### config.mk
export PLATFORM = sky130hd
export DESIGN_NAME = freq_meter
export DESIGN_NICKNAME = d
export VERILOG_FILES = /design/src/rtl/freq_pkg.sv /design/src/rtl/edge_sync.sv /design/src/rtl/freq_meter.sv
export SDC_FILE = /design/constraint.sdc
export NUM_CORES = 1
export LEC_CHECK = 0
export CORE_MARGIN = 2
export CORE_UTILIZATION = 34
export DETAILED_ROUTE_END_ITERATION = 7
export GPL_TIMING_DRIVEN = 0
export MAX_ROUTING_LAYER = met4
export SKIP_LAST_GASP = 1
export SYNTH_ARGS = -nofsm -noshare
export SYNTH_HDL_FRONTEND = slang
export SYNTH_SLANG_ARGS = --single-unit
### constraint.sdc
create_clock -name clk -period 2.7 [get_ports clk]
set_input_delay 0.405 -clock clk [delete_from_list [all_inputs] [get_ports clk]]
set_output_delay 0.405 -clock clk [all_outputs]
set_load 0.05 [all_outputs]
### src/rtl/freq_pkg.sv
// Shared definitions for the frequency meter: FSM states and default sizing.
package freq_pkg;

  // Measurement controller states.
  typedef enum logic [1:0] {
    IDLE  = 2'd0,
    ARM   = 2'd1,
    COUNT = 2'd2
  } state_t;

  localparam int DEF_CNT_WIDTH   = 24;
  localparam int DEF_SYNC_STAGES = 2;

endpackage

### src/rtl/edge_sync.sv
// Multi-flop synchronizer followed by a rising-edge detector.
// The pulse output is combinational from the last synchronizer stage and its
// registered copy, so it is high for exactly one clk cycle per input rise.
// SYNC_STAGES must be at least 2.
module edge_sync
  import freq_pkg::*;
#(
  parameter int SYNC_STAGES = DEF_SYNC_STAGES
) (
  input  logic clk,
  input  logic rst,
  input  logic async_in,
  output logic pulse
);

  logic [SYNC_STAGES-1:0] sync;
  logic                   last_q;

  // Shift the asynchronous input through the synchronizer and keep a delayed copy.
  always_ff @(posedge clk or posedge rst) begin
    if (rst) begin
      sync   <= '0;
      last_q <= 1'b0;
    end else begin
      sync   <= {sync[SYNC_STAGES-2:0], async_in};
      last_q <= sync[SYNC_STAGES-1];
    end
  end

  assign pulse = sync[SYNC_STAGES-1] & ~last_q;

endmodule

### src/rtl/freq_meter.sv
// Gated frequency meter: counts synchronized sig_in rising edges between
// consecutive gate_in rising edges and reports each completed window.
//
// Handshake: valid is a one-cycle strobe with no back-pressure; count and
// overflow change only on a valid strobe and hold their value otherwise.
module freq_meter
  import freq_pkg::*;
#(
  parameter int CNT_WIDTH   = DEF_CNT_WIDTH,
  parameter int SYNC_STAGES = DEF_SYNC_STAGES
) (
  input  logic                 clk,
  input  logic                 rst,
  input  logic                 en,
  input  logic                 gate_in,
  input  logic                 sig_in,
  output logic [CNT_WIDTH-1:0] count,
  output logic                 valid,
  output logic                 overflow,
  output logic                 busy
);

  state_t               state, state_nxt;
  logic [CNT_WIDTH-1:0] acc, acc_nxt, acc_inc, count_nxt;
  logic                 ovf, ovf_nxt, ovf_inc;
  logic                 overflow_nxt, valid_nxt;
  logic                 gate_rise, sig_rise;

  edge_sync #(.SYNC_STAGES(SYNC_STAGES)) u_gate_sync (
    .clk      (clk),
    .rst      (rst),
    .async_in (gate_in),
    .pulse    (gate_rise)
  );

  edge_sync #(.SYNC_STAGES(SYNC_STAGES)) u_sig_sync (
    .clk      (clk),
    .rst      (rst),
    .async_in (sig_in),
    .pulse    (sig_rise)
  );

  // Saturating accumulator step: value after counting this cycle's sig edge.
  always_comb begin
    acc_inc = acc;
    ovf_inc = ovf;
    if (sig_rise) begin
      if (&acc) ovf_inc = 1'b1;
      else      acc_inc = acc + {{(CNT_WIDTH-1){1'b0}}, 1'b1};
    end
  end

  // Next-state and datapath decisions; en low always wins and drops the window.
  always_comb begin
    state_nxt    = state;
    acc_nxt      = acc;
    ovf_nxt      = ovf;
    count_nxt    = count;
    overflow_nxt = overflow;
    valid_nxt    = 1'b0;
    case (state)
      IDLE: begin
        acc_nxt = '0;
        ovf_nxt = 1'b0;
        if (en) state_nxt = ARM;
      end
      ARM: begin
        if (!en) begin
          state_nxt = IDLE;
          acc_nxt   = '0;
          ovf_nxt   = 1'b0;
        end else if (gate_rise) begin
          // Opening edge: a coincident sig edge is deliberately not counted.
          state_nxt = COUNT;
          acc_nxt   = '0;
          ovf_nxt   = 1'b0;
        end
      end
      COUNT: begin
        if (!en) begin
          state_nxt = IDLE;
          acc_nxt   = '0;
          ovf_nxt   = 1'b0;
        end else if (gate_rise) begin
          // Closing edge: a coincident sig edge belongs to the closing window.
          count_nxt    = acc_inc;
          overflow_nxt = ovf_inc;
          valid_nxt    = 1'b1;
          acc_nxt      = '0;
          ovf_nxt      = 1'b0;
        end else begin
          acc_nxt = acc_inc;
          ovf_nxt = ovf_inc;
        end
      end
      default: begin
        state_nxt = IDLE;
        acc_nxt   = '0;
        ovf_nxt   = 1'b0;
      end
    endcase
  end

  // State, accumulator and result registers.
  always_ff @(posedge clk or posedge rst) begin
    if (rst) begin
      state    <= IDLE;
      acc      <= '0;
      ovf      <= 1'b0;
      count    <= '0;
      overflow <= 1'b0;
      valid    <= 1'b0;
    end else begin
      state    <= state_nxt;
      acc      <= acc_nxt;
      ovf      <= ovf_nxt;
      count    <= count_nxt;
      overflow <= overflow_nxt;
      valid    <= valid_nxt;
    end
  end

  assign busy = (state != IDLE);

endmodule

==> results.toml, run 1 <==
[place]
placed_area_um2 = 3638
portBuffers = 31
final_gp_congestion = 0.9147
dp_hpwl_um = 6281

[synthesis]
yosys.area_share.adder_pct = 0.3948
synth_edf_count = 0
compound_gate_fraction_of_synth_area_pct = 19.03
parity_gate_share_of_the_synthesized_area_counting_xor_and_xnor_cells_pct = 2.487
yosys.cell_count.top_type = "sky130_fd_sc_hd__dfrtp_1"
ys.warnings.count = 0
synth-async-reset-ratio_pct = 100.0
syn_inst = 345
synth.largest_area_cell = "sky130_fd_sc_hd__dfrtp_1"
postSynth.topFlopCell = "sky130_fd_sc_hd__dfrtp_1"
synth_cell_types = 51
most_area_consuming_cells_after_synthesis = "sky130_fd_sc_hd__dfrtp_1 (47%), sky130_fd_sc_hd__nand2_1 (4.7%), sky130_fd_sc_hd__a31oi_1 (4.1%)"
yosys_register_bits = 59
netlist_top_cells_count = "sky130_fd_sc_hd__dfrtp_1 (59), sky130_fd_sc_hd__nand2_1 (40), sky130_fd_sc_hd__o21ai_0 (26)"
synth_nets = 351
post_synth_and_or_nand_nor_area_fraction_pct = 26.81
synth.mux.area_fraction_pct = 0.6711
synthesis.area_um2 = 3169
largest_family_of_logic_cells_by_synthesized_area = "simple AND/OR/NAND/NOR gates"
ys_seq_area_share_pct = 46.59
synth.avg_cell_area_um2 = 9.186
synth_largest_type_area_fraction_pct = 46.59

[critical_path]
timing.critical_path.mode_cell = "sky130_fd_sc_hd__buf_4"
worst_path_max_delay_cell = "sky130_fd_sc_hd__nor3_2"
critPathRequiredTime_ps = 2930
critical_path_class = "flip-flop to flip-flop"
worst-endpoint-arrival_ps = 2670
cp-start-kind = "flip-flop"
crit_path_end_kind = "flip-flop"
cp_cell_sequence = "ha_1 -> nand2_1 -> nor3_2 -> a21o_1 -> buf_4 -> buf_4 -> nor3_1 -> a221o_1"
worst-r2r-setup-slack_ps = 260
cpLargestDelayFamily = "simple AND/OR/NAND/NOR gates"
worst-path-max-fanout = 10
critical_path_buf_inv_count = 2
crit-reg2reg-launch = "acc[0]"
cpPeakStageDelay_ps = 470
crit_start = "acc[0]"

[clock_network]
cts_repair_resize_count = 0
tritoncts.num_buffers = 9
clk_latency_ps = 350
cts_max_level = 3
clk_pin_slew_ps = 70
cts.root.buffer_cell = "sky130_fd_sc_hd__clkbuf_8"
clkSinkCount = 59
clockBufferDepth = 2
post_cts_setup_buffer_count = 0
cts-hold-fix-buffers = 0
cts_tree = "done"

[sta]
grt_setup_unrepaired = "false"
tightest_slew_ps = 798.7
final_max_slew_viol_count = 0
timing.clock.skew_ps = 6.773
max-slew-margin-rel_pct = 46.56
min_period_over_period_pct = 90.50
hold_viol = 0
setup_viol_count_final = 0
final.min_clock_period_ps = 2444
fmaxAchievable_ghz = 0.4092

[route]
post_drt_wl_per_cell_um = 18.17
detail_route.vias_per_cell = 5.716
drt_wl_total_um = 9140
count_of_routing_violations_after_the_opening_detailed_route_iteration = 192
route.vias.total = 2875
remaining_design_rule_violation_count = 0
detail_route.first_pass.iterations = 4
detail_route_antenna_nets = 0

[cells_and_area]
insertedDiodeCount = 0
fill_cells = 908
final_nets = 394
synthToLayoutAreaGrowth_pct = 20.45
final_util_pct = 41.71
multi_input_comb_area_um2 = 1565
area_taken_by_flip_flops_and_latches_um2 = 1476
final_cell_area_um2 = 3817
layout-drive-gt1-share_pct = 8.673

[floorplanning]
floorplan.die.width_um = 100.5
die_height_um = 100.5
floorplan.initialDensity_pct = 34.63
fp.coreArea_um2 = 9153
top_level_ports = 32
die-area_um2 = 10110
placementRows = 35

[pwr]
power.share.sequential_pct = 48.2
p_int_w = 0.001388
net_switching_power_figure_w = 0.0005414
power_frac_clock_pct = 39.5
switching_share_pct = 28.06
vdd_drop_max_mv = 0.2639
leakagePower_nw = 1.584
share_comb_of_total_power_pct = 12.4
areal_power_density_over_the_cells_nw_per_um2 = 505.4

[grt]
number_of_global_route_vias_before_repair = 2822
grt_pass1_wl_um = 15190
antenna_found_initial = 0
gr-usage-all-layers_pct = 20.19
grt_start_max_net_pins = 35
global_route_congestion_overflow_total = 0

[outcome]
run_status = "complete, no violations"

[worst_hold_path]
timing.hold.worst.start = "u_sig_sync.sync[0]"
worst_hold_path_type = "flip-flop to flip-flop"

[run]
maxCapViolCount = 0
-- power groups by stage --
stage / Sequential, W / Clock [W] / Combinational [W]
detailed placement: 0.000947 / 0 / 0.000240
global placement: 0.000947 / 0 / 0.000236
CTS: 0.000930 / 0.000777 / 0.000241
global route: 0.000934 / 0.000810 / 0.000258
floorplan: 0.00103 / 0 / 0.0000728
finish: 0.000930 / 0.000761 / 0.000238
-- worst register-to-register path: cells and delay by family, from the launching register on --
kind,cells,cell delay (ps)
AOI/OAI and AO/OA,2,490
adders and majority gates,1,350
buffers and inverters,2,360
DFF,1,450
and+or+nand+nor,3,690
-- cells in the final DEF (no fill, tap or decap), drive strengths merged, types with 7 or more instances in the layout --
cell	count
inv	7
a21oi	13
o21ai	26
nand3	24
buf	10
o211ai	7
nor3	7
and3	9
nand4	10
xnor2	9
or4	9
nor2	19
a31oi	21
clkdlybuf4s50	31
dfrtp	59
clkbuf	27
nand2	40
-- final timing paths --
path / endpoint / cells past startpoint
worst min-delay path: u_sig_sync.sync[1] / 0
min in group asynchronous: count[0] / 2
worst min register to register: u_sig_sync.sync[1] / 0
worst max register to register: acc[23] / 8
worst max-delay path: acc[23] / 8
max in group asynchronous: count[17] / 3
-- area by class of cell --
cell class	instances	share of cell area, %
Timing Repair Buffer	32	8.653
Multi-Input combinational cell	256	41.00
Clock inverter	2	0.2622
Tap cell	111	3.638
Clock buffer	13	4.425
Inverter	7	0.6883
Sequential cell	59	38.68
Buffer	23	2.655
-- state kept, by name, indices dropped and copies added (netlist names) --
signal and cells:
u_sig_sync.last_q 1, acc 24, u_gate_sync.sync 2, overflow 1
ovf 1, u_sig_sync.sync 2, u_gate_sync.last_q 1, valid 1
count 24, state 2
-- through the flow --
step / power, W / setup WS [ps] / hold slack, ps / std cells / TNS (ps)
5_1_grt: 0.002002 / 126.4 / 357.1 / 503 / 0
3_3_place_gp: 0.001183 / -388.1 / 332.7 / 487 / -22740
3_5_place_dp: 0.001187 / -6.882 / 334.7 / 488 / -6.882
4_1_cts: 0.001948 / 278.9 / 349.5 / 503 / 0
6_report: 0.001929 / 256.5 / 349.0 / 503 / 0
2_1_floorplan: 0.001098 / 734.6 / 331.2 / 345 / 0
-- routing by layer --
metal	track usage (%)	vias up	share of wire, %
met4	9.168	0	2.8
met3	3.398	19	3.7
met2	29.38	68	46
li1	-	1375	-
met5	-	-	0
met1	27.58	1413	48
-- cell families after synthesis --
family,Yosys count
muxes,2
adders and majority gates,1
and+or+nand+nor,150
DFF,59
AOI/OAI and AO/OA,94
xor gates and xnor gates,9
buffers and inverters,30
Note: power is estimated with default switching activity, not from simulation.
==> run 2: changes to the inputs <==
SLEW_MARGIN = 15   (was default)
==> results.toml, run 2 (same netlist as run 1, synthesis figures left out) <==
[route]
post_drt_wl_per_cell_um = 17.97
drt_wl_total_um = 9037
detail_route.first_pass.iterations = 4
detail_route.vias_per_cell = 5.682
count_of_routing_violations_after_the_opening_detailed_route_iteration = 186
route.vias.total = 2858
remaining_design_rule_violation_count = 0
detail_route_antenna_nets = 0

[floorplanning]
placementRows = 35
floorplan.die.width_um = 100.5
fp.coreArea_um2 = 9153
die_height_um = 100.5
floorplan.initialDensity_pct = 34.63
die-area_um2 = 10110
top_level_ports = 32

[clock_network]
cts_repair_resize_count = 0
clkSinkCount = 59
cts_tree = "done"
tritoncts.num_buffers = 9
cts.root.buffer_cell = "sky130_fd_sc_hd__clkbuf_8"
cts-hold-fix-buffers = 0
cts_max_level = 3
clk_pin_slew_ps = 70
post_cts_setup_buffer_count = 0
clk_latency_ps = 340
clockBufferDepth = 2

[place]
placed_area_um2 = 3641
dp_hpwl_um = 6298
final_gp_congestion = 0.9147
portBuffers = 31

[sta]
post_route_hold_slack_ps = 348.2
tightest_slew_ps = 809.3
final.setup.tns_ps = 0
final.min_clock_period_ps = 2418
setup_viol_count_final = 0
final_max_slew_viol_count = 0
fmaxAchievable_ghz = 0.4135
hold_viol = 0
timing.clock.skew_ps = 7.697
min_period_over_period_pct = 89.57
grt_setup_unrepaired = "false"
max-slew-margin-rel_pct = 45.85

[cells_and_area]
reg_top3 = "acc x24, count x24"
layout_commonest_cell = "sky130_fd_sc_hd__dfrtp_1"
layout-drive-gt1-share_pct = 8.929
final_nets = 394
synthToLayoutAreaGrowth_pct = 21.12
insertedDiodeCount = 0
highest_count_cells_in_the_layout_ignoring_fill_and_taps = "sky130_fd_sc_hd__dfrtp_1 (59), sky130_fd_sc_hd__nand2_1 (40), sky130_fd_sc_hd__clkdlybuf4s50_1 (31)"
final_cell_area_um2 = 3839

[grt]
global_route_congestion_overflow_total = 0
number_of_global_route_vias_before_repair = 2834
grt_pass1_wl_um = 15070
grt_start_max_net_pins = 35
antenna_found_initial = 0
gr-usage-all-layers_pct = 20.03

[critical_path]
worst-path-max-fanout = 10
worst-endpoint-arrival_ps = 2640
critical_path_class = "flip-flop to flip-flop"
cp-start-kind = "flip-flop"
critPathRequiredTime_ps = 2920
regToRegEndpoint = "acc[23]"
worst-r2r-setup-slack_ps = 280
timing.reg2reg.worst_path_depth = 8
crit-reg2reg-launch = "acc[0]"
crit_path_end_kind = "flip-flop"

[outcome]
run_status = "complete, no violations"

[worst_hold_path]
hold_depth = 0
min_to = "u_sig_sync.sync[1]"
worst_hold_path_type = "flip-flop to flip-flop"
timing.hold.worst.start = "u_sig_sync.sync[0]"

[pwr]
leakagePower_nw = 1.594
report.power.total_w = 0.001970
areal_power_density_over_the_cells_nw_per_um2 = 513.2
vdd_drop_max_mv = 0.1960

[run]
maxCapViolCount = 0
==> run 2: changes by cell type in the layout (fill, tap and decap cells not counted), sizes merged <==
cell    change
clkbuf      +1
clkinv      -1
==> run 2: metrics by stage <==
step | cells | worst slack, ps | utilization [%]
4_1_cts | 503 | 306.6 | 41.94
3_5_place_dp | 488 | -25.37 | 39.78
2_1_floorplan | 345 | 734.6 | -
3_3_place_gp | 487 | -388.1 | 39.54
5_1_grt | 503 | 113.1 | 41.94
6_report | 503 | 281.5 | 41.94
==> run 2: worst max path at each step <==
stage	slack, ps	endpoint	from
final	280	acc[23]	acc[0]
after detailed placement	-30	acc[10]	en
after floorplan	730	acc[23]	acc[0]
after global placement	-390	count[23]	rst
after CTS	310	acc[23]	acc[0]
after global routing	110	acc[6]	acc[0]
==> run 2: power breakdown <==
part           total, W  switching [W]  internal [W]
clock          0.000802       0.000349      0.000453
combinational  0.000238       0.000164     0.0000744
sequential     0.000930      0.0000169      0.000913
total           0.00197       0.000530       0.00144
==> run 2: final cells by class <==
class,count,area (um2)
inverters,7,28.78
plain buffers,23,101.3
clock inverters,1,5.005
multi-input cells,256,1565
well taps,111,138.9
clock buffers,14,192.7
flip-flops and latches,59,1476
fillers,899,5314
repair buffers,32,330.3
==> run 2: metal layers <==
| layer | track usage (%) | share of wire, % | vias up |
|---|---|---|---|
| li1 | - | - | 1378 |
| met1 | 26.83 | 47 | 1390 |
| met2 | 29.32 | 46 | 68 |
| met3 | 3.121 | 4.3 | 22 |
| met4 | 10.43 | 2.8 | 0 |
| met5 | - | 0 | - |
==> run 2: critical path: stages, from the launching register on <==
cell and delay (ps):
sky130_fd_sc_hd__dfrtp_1 440, sky130_fd_sc_hd__ha_1 330, sky130_fd_sc_hd__nand2_1 140, sky130_fd_sc_hd__nor3_2 470
sky130_fd_sc_hd__a21o_1 190, sky130_fd_sc_hd__buf_4 170, sky130_fd_sc_hd__buf_4 190, sky130_fd_sc_hd__nor3_1 70
sky130_fd_sc_hd__a221o_1 300
==> run 3: changes to the inputs <==
SKIP_CTS_REPAIR_TIMING = 1   (was default)
==> results of run 3 <==
No change in the layout: final DEF, timing and power equal those of run 2.
